### config.mk
export PLATFORM = sky130hd
export DESIGN_NAME = byte_serializer_flat
export DESIGN_NICKNAME = d
export VERILOG_FILES = /design/src/rtl/byte_serializer_if.sv /design/src/rtl/byte_serializer.sv /design/src/flat_wrapper.sv
export SDC_FILE = /design/constraint.sdc
export NUM_CORES = 1
export LEC_CHECK = 0
export ABC_AREA = 1
export CAP_MARGIN = 20
export CORE_MARGIN = 3
export CORE_UTILIZATION = 40
export DETAILED_ROUTE_END_ITERATION = 8
export PLACE_DENSITY = 0.69
export SLEW_MARGIN = 20
export SYNTH_ARGS = -nofsm -noshare
export SYNTH_HDL_FRONTEND = slang
export SYNTH_SLANG_ARGS = --single-unit
### constraint.sdc
create_clock -name CLOCK -period 1.3 [get_ports CLOCK]
set_input_delay 0.26 -clock CLOCK [delete_from_list [all_inputs] [get_ports CLOCK]]
set_output_delay 0.26 -clock CLOCK [all_outputs]
set_load 0.03 [all_outputs]
### src/rtl/byte_serializer_if.sv
// Byte stream in, framed serial bitstream out, for byte_serializer.
// The master modport drives the byte source. The slave modport is the serializer itself.
interface byte_serializer_if;
  logic [7:0] din;
  logic       din_valid;
  logic       din_ready;
  logic       sout;
  logic       sout_valid;
  logic       sof;
  logic       eof;
  logic [7:0] frames;

  modport master (
    output din, din_valid,
    input  din_ready, sout, sout_valid, sof, eof, frames
  );

  modport slave (
    input  din, din_valid,
    output din_ready, sout, sout_valid, sof, eof, frames
  );
endinterface

### src/rtl/byte_serializer.sv
// Serializes each accepted byte as 8 data bits plus an even-parity bit.
// A one-entry holding register keeps back-to-back frames gap-free.
module byte_serializer #(
  parameter bit MSB_FIRST = 1'b1
) (
  input logic               CLOCK,
  input logic               CLR,
  byte_serializer_if.slave  bus
);

  typedef enum logic [1:0] {StIdle, StData, StPar} state_e;

  state_e     state_q, state_d;
  logic [7:0] hold_q, hold_d;
  logic       hold_full_q, hold_full_d;
  logic [7:0] shr_q, shr_d;
  logic [2:0] bitcnt_q, bitcnt_d;
  logic       par_acc_q, par_acc_d;
  logic [7:0] frames_q, frames_d;
  logic       data_bit;
  logic       accept;
  logic       load;

  assign data_bit = MSB_FIRST ? shr_q[7] : shr_q[0];
  // Accept is gated by an empty holding register, so it can never coincide with a load.
  assign accept   = bus.din_valid & ~hold_full_q;

  always_comb begin
    state_d     = state_q;
    hold_d      = hold_q;
    hold_full_d = hold_full_q;
    shr_d       = shr_q;
    bitcnt_d    = bitcnt_q;
    par_acc_d   = par_acc_q;
    frames_d    = frames_q;
    load        = 1'b0;

    unique case (state_q)
      StIdle: begin
        if (hold_full_q) begin
          load    = 1'b1;
          state_d = StData;
        end
      end
      StData: begin
        shr_d     = MSB_FIRST ? {shr_q[6:0], 1'b0} : {1'b0, shr_q[7:1]};
        par_acc_d = par_acc_q ^ data_bit;
        bitcnt_d  = bitcnt_q + 3'd1;
        if (bitcnt_q == 3'd7) state_d = StPar;
      end
      StPar: begin
        frames_d = frames_q + 8'd1;
        if (hold_full_q) begin
          load    = 1'b1;
          state_d = StData;
        end else begin
          state_d = StIdle;
        end
      end
      default: state_d = StIdle;
    endcase

    if (load) begin
      shr_d       = hold_q;
      hold_full_d = 1'b0;
      par_acc_d   = 1'b0;
      bitcnt_d    = 3'd0;
    end
    if (accept) begin
      hold_d      = bus.din;
      hold_full_d = 1'b1;
    end
  end

  always_ff @(posedge CLOCK or negedge CLR) begin
    if (!CLR) begin
      state_q     <= StIdle;
      hold_q      <= 8'h00;
      hold_full_q <= 1'b0;
      shr_q       <= 8'h00;
      bitcnt_q    <= 3'd0;
      par_acc_q   <= 1'b0;
      frames_q    <= 8'h00;
    end else begin
      state_q     <= state_d;
      hold_q      <= hold_d;
      hold_full_q <= hold_full_d;
      shr_q       <= shr_d;
      bitcnt_q    <= bitcnt_d;
      par_acc_q   <= par_acc_d;
      frames_q    <= frames_d;
    end
  end

  assign bus.din_ready  = ~hold_full_q;
  assign bus.sout_valid = (state_q != StIdle);
  assign bus.sout       = (state_q == StData) ? data_bit : ((state_q == StPar) & par_acc_q);
  assign bus.sof        = (state_q == StData) && (bitcnt_q == 3'd0);
  assign bus.eof        = (state_q == StPar);
  assign bus.frames     = frames_q;

endmodule

### src/flat_wrapper.sv
// flat-port wrapper written by rule: the top's interface ports become plain ports
module byte_serializer_flat 
#(
  parameter bit MSB_FIRST = 1'b1
)
  (CLOCK, CLR, bus_din, bus_din_valid, bus_din_ready, bus_sout, bus_sout_valid, bus_sof, bus_eof, bus_frames);
  byte_serializer_if bus_i ();
  input logic CLOCK;
  input logic CLR;
  input wire logic [$bits(bus_i.din)-1:0] bus_din;
  input wire logic [$bits(bus_i.din_valid)-1:0] bus_din_valid;
  output wire logic [$bits(bus_i.din_ready)-1:0] bus_din_ready;
  output wire logic [$bits(bus_i.sout)-1:0] bus_sout;
  output wire logic [$bits(bus_i.sout_valid)-1:0] bus_sout_valid;
  output wire logic [$bits(bus_i.sof)-1:0] bus_sof;
  output wire logic [$bits(bus_i.eof)-1:0] bus_eof;
  output wire logic [$bits(bus_i.frames)-1:0] bus_frames;
  assign bus_i.din = bus_din;
  assign bus_i.din_valid = bus_din_valid;
  assign bus_din_ready = bus_i.din_ready;
  assign bus_sout = bus_i.sout;
  assign bus_sout_valid = bus_i.sout_valid;
  assign bus_sof = bus_i.sof;
  assign bus_eof = bus_i.eof;
  assign bus_frames = bus_i.frames;
  byte_serializer #(.MSB_FIRST(MSB_FIRST)) u_core (.CLOCK(CLOCK), .CLR(CLR), .bus(bus_i));
endmodule
==> impl_results.md <==
- Fillcell total: 271
- Share of layout cells above drive strength 1: between 40% and 50%
- First-pass GRT wire length: around 4800 um
- Area grow syn2layout: 49.10%
- RSZ-0062 raised after global routing: true
- Netlist cell types: 20
- Tot GR Track Use: 14.37%
- Crit path kind: reg2out
- Post-synth EDFFs: 0
- Hold/Removal Path Class: in2async
- First-pass DRT Iterations: 4
- TNS Setup: -0.9561 ns
- Seq/Total Area, Yosys: a little over half
- Worst vdd ir: roughly 0.99 mV
- Final Power: just over 5 mW
- Post-DP Area: 0.001737 mm^2
- Synth area leader: dfrtp_1
- Starting Density: between 40% and 50%
- 1st-iter DRT viols: 34
- DR vias/cell: 4.831
- Initial antenna violation count: 0
- Worst-Margin Slew: 0.1976 ns
- Final #Nets: around 220
- Syn nets: 158
- Pre-CTS worst setup slack: -0.03200 ns
- Fin area: around 0.0022 mm^2
- Residual DRC: 0
- Slew Limit Fails: 0
- DR vias: approximately 1200
- Synth async-reset ratio: between 90% and 100%
- Synth top area share: a little over half
- Status: finished with violations
- Clock tree from TritonCTS: yes
- CTS buffer count: 5
- RR Startpoint: u_core.state_q[0]$_DFFE_PN0P_
- Leakage power: ~1.1 nW
- Net switching power: between 2 and 2.5 mW
- Remaining global-route overflow: 0
- Mean post-synth cell area: approximately 10 um^2
- Required @ worst endpoint: roughly 1.0 ns
- Detail Route Antenna Nets: 0
- Startpoint Class: flip-flop
- Max H-tree Level: 2
- Ant diodes: 0
- WL/cell: 12.90 um
- Worst setup startpoint: u_core.bitcnt_q[0]$_DFFE_PN0P_
- Clk sinks: 31
- Main area contributors after synthesis: dfrtp_1, nand2_1, mux2_2
- Pint: 3.096 mW
- Largest net degree at the start of global routing: 32
- Setup slack after layout: -0.1897 ns
- Power Density: 2376 mW/mm^2
- Num rows: 21
- Sw Ratio: between 40% and 50%
- Core area: 0.003416 mm^2
- #FFs+latches synth: 31
- Worst endpoint data arrival time: between 1 and 1.5 ns
- Port Buffers: 23
- RePlAce Congestion: just over 0.7
- Final core utilization: approximately 64%
- Final WL: approximately 3200 um
- Die height: roughly 66 um
- Worst-Skew Late Latency: about 0.32 ns
- Clock power frac: between 10% and 20%
- Final setup fails: 13
- Max frequency: between 600 and 700 MHz
- Clock Pin Slew Worst Setup and Hold Paths: 0.10 ns
- Relative slew margins: roughly 87%
- # IOs: 24
- # Max-Cap Violations: 0
- Root Buffer: clkbuf_4
- Top FF cell, synth: dfrtp_1
- CP max FO: 2
- Horiz. Die Dim: approximately 66 um
- YS warnings: 0
- Hold-fix buffers, CTS: 0
- Violated checks: negative setup slack
- Vias in the first global route: between 1000 and 1500
- Post-Syn Area: 0.001463 mm^2
- Crit end category: primary output
- Fin. Hold Viols: 0
- Logic pwr share: 56.2%
- Clk_skew: 0.009442 ns
- Clock Tree Buf Depth: 2
- Cells after Synth: roughly 140
- Sequential share of power: about a third
- HPWL after DPL: about 1900 um
- Final period utilization: 114.6%
- Die ar.: 0.004418 mm^2
- Minimum clock period: around 1.5 ns
repair_timing:
item | 4_1_cts | 5_1_grt
gates resized for setup | 21 | 18
endpoints found under the setup margin | 5 | 18
setup buffers | 11 | 13
pin swaps | 6 | 11
cloned | 0 | 3
cell families after synthesis:
| kind of cell | after synthesis | share of synthesized area [%] |
|---|---|---|
| and+or+nand+nor | 47 | 15.65 |
| DFF | 31 | 53.04 |
| buffers and inverters | 26 | 7.870 |
| AOI/OAI and AO/OA | 23 | 11.46 |
| muxes | 8 | 6.159 |
| xor gates and xnor gates | 4 | 2.396 |
| adders and majority gates | 4 | 3.422 |
registers in the layout, summed over array words and instances, names as in the netlist:
register,flops
u_core.bus.frames,8
u_core.hold_q,8
u_core.shr_q,8
u_core.bitcnt_q,3
u_core.state_q,2
u_core.hold_full_q,1
u_core.par_acc_q,1
area by class of cell:
class / instances / area [um^2] / area share [%]
clock buffer: 8 / 68.82 / 3.155
inverter: 24 / 92.59 / 4.246
multi-input combinational: 89 / 714.4 / 32.76
sequential: 31 / 779.5 / 35.74
tap: 46 / 57.56 / 2.639
timing repair buffer: 50 / 467.9 / 21.46
critical path: stages, from the launching register on:
cell,delay (ns)
dfrtp_1,0.40
inv_2,0.09
ha_4,0.13
nand2_2,0.05
nor2_2,0.11
buf_6,0.13
power groups by stage:
stage	Sequential, mW	Combinational [mW]	Clock (mW)
2_1_floorplan	1.65	1.37	0
3_3_place_gp	1.60	1.80	0
3_5_place_dp	1.64	1.86	0
4_1_cts	1.62	2.24	0.657
5_1_grt	1.68	3.17	0.718
6_report	1.64	2.91	0.635
path summary, 6_finish.rpt:
path | end | slack, ns | cells past startpoint
min reg2reg | u_core.shr_q[7]$_DFFE_PN0P_ | 0.50 | 2
min in group CLOCK | u_core.shr_q[7]$_DFFE_PN0P_ | 0.50 | 2
max | bus_sof | -0.19 | 5
max in group asynchronous | u_core.hold_full_q$_DFFE_PN0P_ | 0.84 | 2
max reg2reg | u_core.shr_q[5]$_DFFE_PN0P_ | -0.06 | 8
min | u_core.par_acc_q$_DFFE_PN0P_ | 0.28 | 2
placed cells by master, fill, tap and decap left out, types with 5 or more instances in the layout:
cell,n
inv_2,5
o21ai_2,11
nand3_1,7
buf_6,8
inv_1,18
o211ai_1,6
dfrtp_1,28
mux2_2,8
clkdlybuf4s50_1,10
nand2_4,5
nand2_1,24
clkbuf_4,5
buf_4,29
metal layers:
metal / up-vias / global-route usage (%) / routed length, um
li1: 584 / - / -
met1: 583 / 15.79 / 1297
met2: 25 / 25.15 / 1692
met3: 6 / 5.734 / 173
met4: 0 / 4.569 / 35
met5: - / 0 / 0
synth_stat cells (3+ instances only):
cell,number
dfrtp_1,31
ha_1,4
inv_1,23
mux2_2,8
nand2_1,27
nand3_1,11
nor2_1,3
o211ai_1,6
o21ai_0,4
o21ai_2,10
per-stage QoR:
stage	hold slack, ns	instances
after detailed placement	0.4872	213
after floorplan	-0.03559	143
after global placement	0.4851	213
after CTS	0.2739	232
final	0.2834	248
after global routing	0.2716	248
Power figures use the tool's default switching activity.
==> RTL edit 1, RTL diff (config.mk and constraints unchanged) <==
Take the reset off `hold_q` and load it in a clocked block of its own.
--- a/src/rtl/byte_serializer.sv
+++ b/src/rtl/byte_serializer.sv
@@ -77,3 +77,2 @@
       state_q     <= StIdle;
-      hold_q      <= 8'h00;
       hold_full_q <= 1'b0;
@@ -85,3 +84,2 @@
       state_q     <= state_d;
-      hold_q      <= hold_d;
       hold_full_q <= hold_full_d;
@@ -92,2 +90,6 @@
     end
+  end
+
+  always_ff @(posedge CLOCK) begin
+    hold_q <= hold_d;
   end
Check against the original RTL: no difference found for any inputs over 10 cycles, from zero or initial values; that may be too few to reach the edited logic, so the function may still have changed.
==> RTL edit 1 against the original RTL <==
The run still ends with negative setup slack left; sequential cell count stayed put; setup slack improved by 0.019 ns; area after synthesis is 6.5% lower; critical path depth stayed put; design area shrank 15%; synthesized cell count fell by 4.2%; wire length is 25% lower; power decreased by 23%; largest cell class unchanged.
==> RTL edit 1: results (changes against the original RTL) <==
[global_routing]
grt_max_degree = 24  ; -25%
grt_pass1_wl_um = 4320  ; -9.3%
grt_pass1_vias = 1052  ; -2.0%
track_usage_pct = 13.9  ; -0.43 points
grt_antenna_before_repair = 0  ; unchanged

[yosys]
yosysUniqueCellTypes = 21  ; +5.0%
ys_seq_area_share_pct = 59.7  ; +6.6 points
synth_common_cells = nand2_1 (42), dfrtp_1 (23), inv_1 (20), edfxtp_1 (8)
syn_nets = 152  ; -3.8%
synth_edf_count = 8  ; +8
synth_area_leaders = dfrtp_1 (42%), edfxtp_1 (18%), nand2_1 (12%)
synthArstFlopShare_pct = 74.2  ; -26 points

[pwr]
ir_worst_vdd_v = 0.000983  ; -0.44%
power.share.switching_pct = 37.4  ; -2.9 points
p_leak_nw = 0.921  ; -14%

[layout]
seq_area_um2 = 817  ; +4.8%
nets = 194  ; -10%
drive_above_1_share_pct = 30.6  ; -16 points
num-fill-cells = 299  ; +10%

[place]
dp_hpwl_um = 1770  ; -7.1%
place_ws_ns = -0.0203  ; +0.0117 ns
portBuffers = 23  ; unchanged
gp_congestion = 0.738  ; +3.9%
place_area_um2 = 1660  ; -4.3%

[min_path]
hp-class = in -> async

[detailed_routing]
wl_per_cell_um = 10.7  ; -17%
drt_iter0_drc = 26  ; -24%
via_count = 1003  ; -16%
drt_pass1_iterations = 4  ; unchanged

[clocking]
cts_max_level = 2  ; unchanged
cts_inserted_buffers = 5  ; unchanged
clk_latency_ns = 0.32  ; about the same
clk_pin_slew_worst_paths_ns = 0.09

[status]
violations = negative setup slack
outcome = finished with violations

[timing]
setup_viol = 4  ; -9
clock_skew_ns = 0.00543  ; -0.00401 ns
fin_ws_ns = -0.171  ; +0.0190 ns
relSlewSlack_pct = 80.7  ; -6.0 points

[critical_path]
cp_data_arrival_time_ns = 1.21  ; -0.02 ns

RTL edit 1: cell types whose count changed after synthesis, moves of 3 or more:
cell      change
nor2_1        +3
o211ai_1      -4
o21ai_2      -10
inv_1         -3
mux2_2        -8
edfxtp_1      +8
dfrtp_1       -8
nand3_1       -5
nand2_1      +15
RTL edit 1: metal layers:
metal  track usage (%)  wire length, µm  vias to the layer above
li1                  -                -                      511
met1              14.9              994                      456
met2              24.2             1180                       29
met3              5.89              171                        7
met4              5.54               40                        0
met5                 0                0                        -
RTL edit 1: cell families (layout without fill, tap and decap cells):
logic type	Yosys count	count (layout)	share of synthesized area [%]
AND/OR/NAND/NOR	62	62	21.4
XOR/XNOR	4	4	2.56
AO/OA/AOI/OAI	12	12	5.85
adder cells (fa/ha/maj)	4	4	3.66
flip-flops	31	31	59.7
buffers and inverters	24	67	6.86
RTL edit 1: timing repair:
item                       CTS  global route
gates resized for setup      7             6
pin swaps                    0             1
setup endpoints to repair    5             6
hold endpoints to repair     0             0
buffers inserted             6             1
RTL edit 1: power groups by stage:
stage,Combinational [mW],Sequential [mW],Clock [mW]
2_1_floorplan,0.920,1.57,0
3_3_place_gp,1.41,1.50,0
3_5_place_dp,1.47,1.52,0
4_1_cts,1.67,1.50,0.805
5_1_grt,1.93,1.53,0.869
6_report,1.72,1.50,0.775
RTL edit 1: layout make-up:
class,instances,share of cell area (%)
multi-input combinational,82,26.5
clock buffer,6,2.78
timing repair buffer,35,16.2
clock inverter,2,1.90
inverter,24,5.30
tap,44,2.99
sequential,31,44.3
RTL edit 1: final timing paths:
check,startpoint,end,slack [ns],cells past startpoint
worst max-delay path,u_core.bitcnt_q[0]$_DFFE_PN0P_,bus_sof,-0.17,5
worst min-delay path,CLR,u_core.bus.frames[0]$_DFFE_PN0N_,0.28,2
worst max register to register,u_core.state_q[0]$_DFFE_PN0P_,u_core.bus.frames[6]$_DFFE_PN0N_,0.05,8
worst min register to register,u_core.hold_q[1]$_DFFE_PP_,u_core.shr_q[1]$_DFFE_PN0P_,0.47,2
max in group asynchronous,CLR,u_core.bus.frames[3]$_DFFE_PN0N_,0.78,2
min in group CLOCK,u_core.hold_q[1]$_DFFE_PP_,u_core.shr_q[1]$_DFFE_PN0P_,0.47,2
RTL edit 1: worst max-delay path, cell delays in order, from the launching register on:
cell and delay [ns]:
dfrtp_1 0.40, inv_2 0.06, ha_1 0.13, nand2_1 0.05
nor2_1 0.08, buf_4 0.16
RTL edit 1: stage by stage:
| stage | std cells | TNS, ns |
|---|---|---|
| floorplan | 137 | 0 |
| CTS | 223 | -0.660 |
| detailed placement | 209 | -0.161 |
| finish | 224 | -0.553 |
| global placement | 209 | 0 |
| global route | 224 | -0.892 |
